<file path="config.mk">
export PLATFORM = sky130hd
export DESIGN_NAME = dma_desc_sequencer
export DESIGN_NICKNAME = d
export VERILOG_FILES = /design/src/rtl/dma_pkg.sv /design/src/rtl/dma_desc_decode.sv /design/src/rtl/dma_desc_sequencer.sv
export SDC_FILE = /design/constraint.sdc
export NUM_CORES = 1
export LEC_CHECK = 0
export ABC_CLOCK_PERIOD_IN_PS = 3100
export CAP_MARGIN = 20
export CORE_MARGIN = 2
export CORE_UTILIZATION = 53
export CTS_BUF_LIST = sky130_fd_sc_hd__clkbuf_2
export CTS_CLUSTER_SIZE = 14
export DETAILED_ROUTE_END_ITERATION = 10
export DONT_BUFFER_PORTS = 1
export GPL_TIMING_DRIVEN = 0
export PLACE_DENSITY = 0.66
export REMOVE_ABC_BUFFERS = 1
export SLEW_MARGIN = 40
export SYNTH_ARGS = -nofsm -noshare
export SYNTH_HDL_FRONTEND = slang
export SYNTH_SLANG_ARGS = --single-unit
</file>
<file path="constraint.sdc">
create_clock -name clk -period 3.1 [get_ports clk]
set_input_delay 0.775 -clock clk [delete_from_list [all_inputs] [get_ports clk]]
set_output_delay 0.775 -clock clk [all_outputs]
set_load 0.01 [all_outputs]
</file>
<file path="src/rtl/dma_pkg.sv">
// -----------------------------------------------------------------------------
// dma_pkg
// Shared definitions for the descriptor sequencer:
//   - one-hot FSM state encoding (9 states)
//   - descriptor ACT codes and word0 attribute/field bit positions
//   - byte offsets of the three descriptor words that are fetched
// -----------------------------------------------------------------------------
package dma_pkg;

  typedef enum logic [8:0] {
    S_IDLE      = 9'b0_0000_0001,
    S_FETCH0    = 9'b0_0000_0010,
    S_FETCH1    = 9'b0_0000_0100,
    S_FETCH2    = 9'b0_0000_1000,
    S_DECODE    = 9'b0_0001_0000,
    S_LAUNCH    = 9'b0_0010_0000,
    S_WAIT_XFER = 9'b0_0100_0000,
    S_FINISH    = 9'b0_1000_0000,
    S_ERR       = 9'b1_0000_0000
  } state_t;

  // ACT field of word0
  localparam logic [1:0] ACT_NOP  = 2'b00;
  localparam logic [1:0] ACT_RSVD = 2'b01;
  localparam logic [1:0] ACT_TRAN = 2'b10;
  localparam logic [1:0] ACT_LINK = 2'b11;

  // word0 bit positions
  localparam int unsigned VALID_BIT = 0;
  localparam int unsigned END_BIT   = 1;
  localparam int unsigned INT_BIT   = 2;
  localparam int unsigned ACT_LSB   = 4;
  localparam int unsigned LEN_LSB   = 16;

  // Byte offsets of the fetched descriptor words (word3 is never read)
  localparam logic [63:0] WORD0_OFS = 64'd0;
  localparam logic [63:0] WORD1_OFS = 64'd4;
  localparam logic [63:0] WORD2_OFS = 64'd8;

endpackage

</file>
<file path="src/rtl/dma_desc_decode.sv">
// -----------------------------------------------------------------------------
// dma_desc_decode
// Combinational field extraction from descriptor word0.
// Ports:
//   word0    in  32  descriptor control word
//   is_valid out 1   VALID attribute
//   is_end   out 1   END attribute
//   is_int   out 1   INT attribute
//   act      out 2   action code (NOP/TRAN/LINK/reserved)
//   length   out 16  transfer length in 32-bit words
// -----------------------------------------------------------------------------
module dma_desc_decode
  import dma_pkg::*;
(
  input  logic [31:0] word0,
  output logic        is_valid,
  output logic        is_end,
  output logic        is_int,
  output logic [1:0]  act,
  output logic [15:0] length
);

  // Bits [3] and [15:6] carry no meaning for the sequencer.
  logic unused_bits_s;
  assign unused_bits_s = ^{word0[15:6], word0[3]};

  assign is_valid = word0[VALID_BIT];
  assign is_end   = word0[END_BIT];
  assign is_int   = word0[INT_BIT];
  assign act      = word0[ACT_LSB +: 2];
  assign length   = word0[LEN_LSB +: 16];

endmodule

</file>
<file path="src/rtl/dma_desc_sequencer.sv">
// -----------------------------------------------------------------------------
// dma_desc_sequencer
// Walks a descriptor table in system RAM, fetching three words per
// descriptor, and programs/launches the FIFO<->RAM transfer engine until an
// END descriptor, an error (invalid descriptor / loop guard) or an abort.
// Ports:
//   clk, reset            clock, synchronous active-high reset
//   start, stop           run pulse (IDLE only), abort level
//   direction, desc_base  run parameters, sampled on an accepted start
//   ram_read, ram_adress  descriptor fetch strobe and byte address
//   data_from_ram         fetch data, valid the cycle after ram_read
//   xfer_start/_direction/_address/_length   transfer engine programming
//   xfer_done             transfer completion pulse from the engine
//   busy, done, error, int_pulse             host status
// All outputs are registered.
// -----------------------------------------------------------------------------
module dma_desc_sequencer
  import dma_pkg::*;
#(
  parameter int unsigned MAX_DESC    = 256,
  parameter int unsigned DESC_STRIDE = 16
) (
  input  logic        clk,
  input  logic        reset,
  input  logic        start,
  input  logic        stop,
  input  logic        direction,
  input  logic [63:0] desc_base,
  output logic        ram_read,
  output logic [63:0] ram_adress,
  input  logic [31:0] data_from_ram,
  output logic        xfer_start,
  output logic        xfer_direction,
  output logic [63:0] xfer_address,
  output logic [15:0] xfer_length,
  input  logic        xfer_done,
  output logic        busy,
  output logic        done,
  output logic        error,
  output logic        int_pulse
);

  // Counter must hold MAX_DESC+1 because it also advances on the DECODE
  // cycle that trips the loop guard.
  localparam int unsigned      CNT_W   = $clog2(MAX_DESC + 2);
  localparam logic [CNT_W-1:0] CNT_MAX = CNT_W'(MAX_DESC);
  localparam logic [63:0]      STRIDE  = 64'(DESC_STRIDE);

  state_t            state_r;
  logic              phase_r;      // 0: read issue cycle, 1: data capture cycle
  logic [63:0]       ptr_r;
  logic [CNT_W-1:0]  count_r;
  logic              dir_r;
  logic [31:0]       word0_r;
  logic [31:0]       word1_r;
  logic [31:0]       word2_r;
  logic              stop_pend_r;  // abort seen while the engine is busy

  logic              dec_valid_s;
  logic              dec_end_s;
  logic              dec_int_s;
  logic [1:0]        dec_act_s;
  logic [15:0]       dec_len_s;
  logic [63:0]       desc_addr_s;
  logic [63:0]       next_ptr_s;

  dma_desc_decode u_decode (
    .word0    (word0_r),
    .is_valid (dec_valid_s),
    .is_end   (dec_end_s),
    .is_int   (dec_int_s),
    .act      (dec_act_s),
    .length   (dec_len_s)
  );

  assign desc_addr_s = {word2_r, word1_r};
  assign next_ptr_s  = ptr_r + STRIDE;   // wraps modulo 2^64 by width

  // Sequencer FSM with all outputs registered; pulse outputs default low.
  always_ff @(posedge clk) begin
    if (reset) begin
      state_r        <= S_IDLE;
      phase_r        <= 1'b0;
      ptr_r          <= 64'd0;
      count_r        <= {CNT_W{1'b0}};
      dir_r          <= 1'b0;
      word0_r        <= 32'd0;
      word1_r        <= 32'd0;
      word2_r        <= 32'd0;
      stop_pend_r    <= 1'b0;
      ram_read       <= 1'b0;
      ram_adress     <= 64'd0;
      xfer_start     <= 1'b0;
      xfer_direction <= 1'b0;
      xfer_address   <= 64'd0;
      xfer_length    <= 16'd0;
      busy           <= 1'b0;
      done           <= 1'b0;
      error          <= 1'b0;
      int_pulse      <= 1'b0;
    end else begin
      ram_read   <= 1'b0;
      xfer_start <= 1'b0;
      done       <= 1'b0;
      int_pulse  <= 1'b0;

      case (state_r)
        S_IDLE: begin
          if (start) begin
            ptr_r       <= desc_base;
            dir_r       <= direction;
            error       <= 1'b0;
            count_r     <= {CNT_W{1'b0}};
            stop_pend_r <= 1'b0;
            busy        <= 1'b1;
            phase_r     <= 1'b0;
            state_r     <= S_FETCH0;
            ram_read    <= 1'b1;
            ram_adress  <= desc_base + WORD0_OFS;
          end
        end

        S_FETCH0, S_FETCH1, S_FETCH2: begin
          if (stop) begin
            state_r <= S_IDLE;
            busy    <= 1'b0;
            phase_r <= 1'b0;
          end else if (!phase_r) begin
            phase_r <= 1'b1;
          end else begin
            phase_r <= 1'b0;
            case (state_r)
              S_FETCH0: begin
                word0_r    <= data_from_ram;
                state_r    <= S_FETCH1;
                ram_read   <= 1'b1;
                ram_adress <= ptr_r + WORD1_OFS;
              end
              S_FETCH1: begin
                word1_r    <= data_from_ram;
                state_r    <= S_FETCH2;
                ram_read   <= 1'b1;
                ram_adress <= ptr_r + WORD2_OFS;
              end
              default: begin
                word2_r <= data_from_ram;
                state_r <= S_DECODE;
              end
            endcase
          end
        end

        S_DECODE: begin
          count_r <= count_r + CNT_W'(1);
          if (stop) begin
            state_r <= S_IDLE;
            busy    <= 1'b0;
          end else if (!dec_valid_s || (dec_act_s == ACT_RSVD)) begin
            state_r <= S_ERR;
            error   <= 1'b1;
          end else if (count_r == CNT_MAX) begin
            state_r <= S_ERR;
            error   <= 1'b1;
          end else if (dec_act_s == ACT_LINK) begin
            // END is deliberately ignored on a link
            ptr_r      <= desc_addr_s;
            state_r    <= S_FETCH0;
            ram_read   <= 1'b1;
            ram_adress <= desc_addr_s + WORD0_OFS;
          end else if ((dec_act_s == ACT_NOP) || (dec_len_s == 16'd0)) begin
            if (dec_end_s) begin
              state_r <= S_FINISH;
              done    <= 1'b1;
            end else begin
              ptr_r      <= next_ptr_s;
              state_r    <= S_FETCH0;
              ram_read   <= 1'b1;
              ram_adress <= next_ptr_s + WORD0_OFS;
            end
          end else begin
            state_r        <= S_LAUNCH;
            xfer_start     <= 1'b1;
            xfer_address   <= desc_addr_s;
            xfer_length    <= dec_len_s;
            xfer_direction <= dir_r;
          end
        end

        S_LAUNCH: begin
          if (stop) begin
            state_r <= S_IDLE;
            busy    <= 1'b0;
          end else begin
            state_r <= S_WAIT_XFER;
          end
        end

        // The engine cannot be cancelled: an abort is remembered and acted
        // on only once the transfer completes.
        S_WAIT_XFER: begin
          stop_pend_r <= stop_pend_r | stop;
          if (xfer_done) begin
            int_pulse <= dec_int_s;
            if (stop || stop_pend_r) begin
              state_r <= S_IDLE;
              busy    <= 1'b0;
            end else if (dec_end_s) begin
              state_r <= S_FINISH;
              done    <= 1'b1;
            end else begin
              ptr_r      <= next_ptr_s;
              state_r    <= S_FETCH0;
              ram_read   <= 1'b1;
              ram_adress <= next_ptr_s + WORD0_OFS;
            end
          end
        end

        S_FINISH, S_ERR: begin
          state_r <= S_IDLE;
          busy    <= 1'b0;
        end

        default: begin
          state_r <= S_IDLE;
          busy    <= 1'b0;
          phase_r <= 1'b0;
        end
      endcase
    end
  end

endmodule

</file>
Yosys cells after proc, flatten, opt, wreduce, memory -nomap -nowiden
Cells that the tools add are included.
{"block": "totals", "register_bits": 332, "input_bits": 102, "output_inout_bits": 151, "word_cells": 164}
{"block": "classes", "addsub": 4, "eq_ne": 26, "muxes": 75, "n_bitwise": 11, "reduce_logical": 29}
{"op": "2-to-1 mux 64 bit", "n": 19}
{"op": "one-hot mux 64 bit (4 select lines)", "n": 1}
{"op": "one-hot mux 64 bit (3 select lines)", "n": 1}
{"op": "one-hot mux 64 bit (2 select lines)", "n": 1}
{"op": "2-to-1 mux 9 bit", "n": 11}
{"op": "adder 64 x 3 -> 64 bit (second input constant)", "n": 1}
{"op": "adder 64 x 4 -> 64 bit (second input constant)", "n": 1}
{"op": "adder 64 x 5 -> 64 bit (second input constant)", "n": 1}
{"op": "one-hot mux 9 bit (5 select lines)", "n": 1}
{"op": "2-to-1 mux 1 bit", "n": 31}
{"op": "AND reduction 4 bit", "n": 5}
{"op": "== test 9 bit (second input constant)", "n": 2}
{"op": "inequality test 2 bit (second input constant)", "n": 9}
{"op": "one-hot mux 9 bit (2 select lines)", "n": 1}
{"op": "zero test 16 bit", "n": 1}
{"op": "inequality test 3 bit (second input constant)", "n": 4}
{"op": "AND reduction 11 bit", "n": 1}
{"op": "inverter 1 bit", "n": 10}
{"op": "one-hot mux 5 bit (2 select lines)", "n": 1}
{"op": "OR reduction 5 bit", "n": 2}
{"op": "adder 9 x 1 -> 9 bit (second input constant)", "n": 1}
{"op": "== test 9 x 1 -> 1 bit (second input constant)", "n": 1}
{"op": "== test 9 x 2 -> 1 bit (second input constant)", "n": 1}
{"op": "== test 9 x 3 -> 1 bit (second input constant)", "n": 1}
{"op": "other kinds (27)", "n": 37}

Depth between registers and ports, before layout
{"block": "logic_depth", "word_depth": 8, "depth_mapped": 13, "depth_no_buf": 9}

Cells and area by module
Synthesis repeated with hierarchy kept, for this count alone.
{"block": "hier_totals", "cells_unflattened": 2610, "hier_area_um2": 19119.6}
{"mod": "dma_desc_sequencer", "instances": 1, "cells_per_inst": 2589, "area_each_um2": 18961.9, "seq_area_each_um2": 6646.4}
{"mod": "dma_desc_decode", "instances": 1, "cells_per_inst": 21, "area_each_um2": 157.7, "seq_area_each_um2": 0.0}

Worst setup path after synthesis
Ideal clock, no wire load.
{"block": "synth_path", "kind": "register to register", "from": "reg ptr_r[4]", "to": "reg ram_adress[56]", "setup_time_ps": 74, "arrival_ps": 2753, "required_time_ps": 3026, "path_slack_ps": 273, "path_stages_with_launch": 9, "n_path_buf": 1, "period_less_slack_ps": 2827, "path_cell_list": "dfxtp_1 > ha_1 > nand3_1 > or4_1 > or4_1 > clkbuf_1 > or3_1 > a311o_1 > a31oi_1"}
{"block": "synth_between", "elab_chain_cells": 8, "word_cells_on_any_way": 15, "cone_classes": "3 x add/sub; 12 x mux"}
{"element": "from (decl)", "line_no": "dma_desc_sequencer.sv:51", "text": "logic [63:0] ptr_r;"}
{"element": "from (signal assigned)", "line_no": "dma_desc_sequencer.sv:110", "text": "ptr_r <= desc_base;"}
{"element": "from (signal assigned)", "line_no": "dma_desc_sequencer.sv:166", "text": "ptr_r <= desc_addr_s;"}
{"element": "from (signal assigned)", "line_no": "dma_desc_sequencer.sv:175", "text": "ptr_r <= next_ptr_s;"}
{"element": "adder 64 x 5 -> 64 bit", "line_no": "dma_desc_sequencer.sv:77", "text": "assign next_ptr_s = ptr_r + STRIDE;"}
{"element": "2-to-1 mux 64 bit", "line_no": "dma_desc_sequencer.sv:171, dma_desc_sequencer.sv:207"}
{"element": "2-to-1 mux 64 bit", "line_no": "dma_desc_sequencer.sv:170", "text": "end else if ((dec_act_s == ACT_NOP) || (dec_len_s == 16'd0)) begin"}
{"element": "2-to-1 mux 64 bit", "line_no": "dma_desc_sequencer.sv:164", "text": "end else if (dec_act_s == ACT_LINK) begin"}
{"element": "2-to-1 mux 64 bit", "line_no": "dma_desc_sequencer.sv:161", "text": "end else if (count_r == CNT_MAX) begin"}
{"element": "2-to-1 mux 64 bit", "line_no": "dma_desc_sequencer.sv:158", "text": "end else if (!dec_valid_s || (dec_act_s == ACT_RSVD)) begin"}
{"element": "2-to-1 mux 64 bit", "line_no": "dma_desc_sequencer.sv:155", "text": "if (stop) begin"}
{"element": "one-hot mux 64 bit (4 select lines) (*)", "line_no": "dma_desc_sequencer.sv:107", "text": "case (state_r)"}
{"element": "to (signal assigned)", "line_no": "dma_desc_sequencer.sv:119", "text": "ram_adress <= desc_base + WORD0_OFS;"}
{"element": "to (signal assigned)", "line_no": "dma_desc_sequencer.sv:169", "text": "ram_adress <= desc_addr_s + WORD0_OFS;"}
{"element": "to (signal assigned)", "line_no": "dma_desc_sequencer.sv:178", "text": "ram_adress <= next_ptr_s + WORD0_OFS;"}
{"element": "to (decl)", "line_no": "dma_desc_sequencer.sv:30", "text": "output logic [63:0] ram_adress,"}
Mark *: on every way between the ends. The rest lies on a longest branch, timed or not. The select of a mux whose other input is x is not followed.
A chain may end at the register's enable or synchronous reset.

Worst setup path after layout
{"block": "layout_path", "from": "reg state_r[8]", "to": "reg word0_r[26]"}
{"block": "layout_between", "elab_chain_cells": 3, "word_cells_on_any_way": 5, "cone_classes": "3 x eq/ne; 2 x reduce/logical"}
{"element": "from (decl)", "line_no": "dma_desc_sequencer.sv:49", "text": "state_t state_r;"}
{"element": "from (signal assigned)", "line_no": "dma_desc_sequencer.sv:82", "text": "state_r <= S_IDLE;"}
{"element": "from (signal assigned)", "line_no": "dma_desc_sequencer.sv:117", "text": "state_r <= S_FETCH0;"}
{"element": "from (signal assigned)", "line_no": "dma_desc_sequencer.sv:125", "text": "state_r <= S_IDLE;"}
{"element": "== test 9 x 3 -> 1 bit (tied with other cells)", "line_no": "dma_desc_sequencer.sv:107"}
{"element": "OR reduction 3 bit", "line_no": "dma_desc_sequencer.sv:107"}
{"element": "AND reduction 4 bit (no line) (*)"}
{"element": "to (signal assigned)", "line_no": "dma_desc_sequencer.sv:134", "text": "word0_r <= data_from_ram;"}
{"element": "to (decl)", "line_no": "dma_desc_sequencer.sv:54", "text": "logic [31:0] word0_r;"}
Mark *: on every way between the ends. The rest lies on a longest branch, timed or not.

==> results summary <==
The layout overhead on the synthesized area is 19.6%. Data on the critical path is required at its endpoint by 4020 ps. The routed wire length came out at 82800 microns. Across the run, the number of max-cap violations was 0. The initial core utilization came out at 53.9%. The number of global-route vias before repair is 20.0k. Cells with a size suffix above 1 make up 14.8% of the layout. The largest stage delay on the critical path is 550 ps.

The cell-internal power is 6.42 mW. The number of buffer and inverter instances along the worst setup path is 5. The number of pins with negative max-slew slack in the final report came to 0. The register clock-pin slew on the reported worst setup and hold paths is 120 ps. The number of buffers added by the clock tree synthesis step is 85. The detailed-router iteration count before antenna repair came out at 9. The flip-flop and latch count after synthesis is 321. The number of design-rule violations left by the first detailed-router iteration came out at 2936.

The post-synth design cell area is 18600 sq um. The detail-routed via count per cell is 6.75. The number of nets with antenna violations after routing came out at 0. The die covers 36600 sq um. The number of vias after detailed routing is 21.3k. CTS built an H-tree with a depth of 3. The internal reg-to-reg setup slack came out at 6 ps. VDD sags by at most 0.352 mV. The total instance count after detailed placement came out at 2781.

The final hold violation count came to 88. The minimum clock period is 3090 ps. Routability-driven placement finished with a final weighted congestion of 0.954.

Setup violations remaining at the end of the flow were counted as 0. The type of element capturing the critical path is a register. The worst slew margin relative to its limit is 45.3%. The instance count of the mapped netlist came out at 2522. For this design the top-level I/O count stands at 253. Port buffering added 0 buffers. The share of the clock period used by the worst path came out at 99.8%.

Global routing finished with a remaining overflow of 0. The latest clock arrival within the worst-skew pair is 1080 ps. The checks that failed: hold timing. The HPWL after detailed placement is 52300 microns. In this run switching power makes up 36.2% of total power. After routing the design area is 22300 sq um. In this run the vertical extent of the chip is 191 microns. The cell type of the slowest stage on the worst timing path is sky130_fd_sc_hd__dlygate4sd3_1. The count of flip-flops with a built-in enable after synthesis came out at 0.

The final instance count without filler cells is 3150. The share of the synthesized area in the top cell type is 34.5%. The largest net degree at the start of global routing is 296.

In this run the worst hold path is classified as input port to register. The critical path in this run is classified as register to register. The net switching power is 3.64 mW. Measured on the finished design, the core utilization comes to 64.5%. In the synthesized netlist the dominant register cell turns out to be sky130_fd_sc_hd__dfxtp_1.

The floorplan has 68 rows. Traced cell by cell, the critical path runs through or3_4 > nor2_1 > nand4_1 > buf_4 > buf_4 > buf_6 > buf_4 > mux2i_1 > nor2_1 > dlygate4sd3_1. The die outline width is 191 microns. The most numerous cell type found on the critical path is sky130_fd_sc_hd__buf_4.

Grouping stages by cell kind, the critical path spends the most delay in buffers and inverters. The synthesized design spends more area on one cell type than any other, namely sky130_fd_sc_hd__dfxtp_1. Between clock sinks in the finished design, the worst skew comes to 65.5 ps. The slew at the pin with the worst max-slew slack is 820 ps. In the final routed layout, each cell accounts on average for 26.3 microns.

Leaving out fill and tap cells, the most frequent cell in the layout is sky130_fd_sc_hd__nand2_1. The combinational cell fraction of total power is 18.3%. The critical path data arrival time came out at 4010 ps. The largest buffer count on any clock path is 3. The number of distinct standard cells referenced by the synthesized netlist came out at 84.

TritonCTS built the clock tree. The number of antenna violations at the first check in global routing came out at 3. The part of the power in registers came out at 50.2%.

The DRC violation count after routing came out at 0. Along the worst path, the maximum fanout reaches 11. Clock tree synthesis selected as its root buffer the cell sky130_fd_sc_hd__clkbuf_2. In the post-synthesis netlist, the biggest area contributors are sky130_fd_sc_hd__dfxtp_1 35%, sky130_fd_sc_hd__nand2_1 9.8%, sky130_fd_sc_hd__a21oi_1 7.4%. The first global-routing pass estimated 120000 microns of wire.

The sequential cell area fraction in the yosys report came out at 34.5%. Setup repair after global routing could not meet its margin everywhere. Per report_power, the clock group accounts for 31.6% of the total. The core region is 34500 sq um. The number of warnings issued by yosys is 0. Leaving out fill and tap cells, the most frequent cells in the layout are 484 x sky130_fd_sc_hd__nand2_1, 304 x sky130_fd_sc_hd__dfxtp_1, 275 x sky130_fd_sc_hd__a21oi_1. For this design, the sink count on the clock tree is 321. The share of flip-flops with an asynchronous set or reset came out at 0%.

The flow ran to the end, but the final reports show violations. The leakage power figure came out at 7.99 nW. On the final layout, the worst hold slack is -230 ps. In this run the cell area measured after placement is 19100 sq um. The mean area per synthesized cell is 7.38 sq um.

The power density normalized to cell area is 452 nW/um^2. The startpoint type of the worst setup path is a register. The peak clock frequency supported by timing is 323 MHz.

The combined global-route utilization of all metal layers came out at 43.4%. The number of nets in the finished design came out at 2729.
==> metrics by stage <==
stage / total power, mW / setup WS, ps / setup TNS, ps / hold slack [ps]
after floorplan: 5.98 / -2820 / -356720 / 414
after global placement: 6.52 / -9920 / -1163280 / 423
after detailed placement: 6.64 / -979 / -86840 / 426
after CTS: 9.95 / -3.77 / -3.77 / -271
after global routing: 10.4 / -28.4 / -74.7 / -236
final: 10.1 / 5.78 / 0 / -230
==> final timing paths <==
check / cells after the start / start / to
min: 1 / reset / ptr_r[63]$_SDFFE_PP0P_
max: 10 / state_r[8]$_SDFFE_PP0P_ / word0_r[26]$_SDFFE_PP0P_
max reg2reg: 10 / state_r[8]$_SDFFE_PP0P_ / word0_r[26]$_SDFFE_PP0P_
min reg2reg: 2 / word1_r[8]$_SDFFE_PP0P_ / xfer_address[8]$_SDFFE_PP0P_
==> final cells by class <==
type	count	area, sq um
Tap cell	455	569
Fill cell	3103	12300
Clock buffer	123	616
Sequential cell	321	6450
Timing Repair Buffer	245	2610
Inverter	17	66.3
Antenna cell	5	12.5
Multi-Input combinational cell	1952	11800
Clock inverter	32	183
==> power by group through the flow <==
stage	logic, mW	clock network [mW]	registers (mW)
floorplan	1.09	0	4.88
global placement	1.43	0	5.08
detailed placement	1.54	0	5.09
CTS	1.74	3.21	5.00
global route	1.96	3.41	5.07
finish	1.84	3.17	5.05
==> layer usage <==
layer,vias up,GRT usage [%],wire length (microns)
met5,-,0,13
met2,1456,66.1,35700
met3,336,12.8,10700
li1,9421,-,-
met4,2,26.0,5270
met1,10047,54.0,31100
==> repair_timing <==
action,in CTS,in global routing
setup buffers,42,30
setup endpoints to repair,213,79
resized for setup,56,40
cloned,5,1
hold buffers,125,6
pin swaps,24,21
hold endpoints to repair,311,200
==> registers in the layout (all words and copies together), names as in the netlist, 9 cells and up <==
signal / cells
word1_r: 32
ram_adress: 64
ptr_r: 64
word2_r: 32
count_r: 9
word0_r: 21
xfer_length: 16
state_r: 9
xfer_address: 64
==> cell usage after synthesis, drive strengths merged, types with 41 or more instances <==
cell type	count
xor2	51
a21oi	278
dfxtp	321
clkbuf	158
nor3	85
o21ai	125
nor2	199
xnor2	62
nand2	489
nand4	50
nor4	41
a22oi	55
buf	80
nand3	51
==> cell families (layout without fill, tap and decap cells) <==
family          count (synthesis)  in the layout  share of synthesized area, %
xor+xnor                      113            113                          5.32
mux                            26             26                          1.40
fa+ha+maj                       5              5                         0.336
other cells                     0              5                             0
buf+inv                       255            417                          5.89
flops                         321            321                          34.5
compound gates                741            743                          26.4
simple gates                 1061           1065                          26.1
No activity file was read; power rests on OpenSTA's default activity.
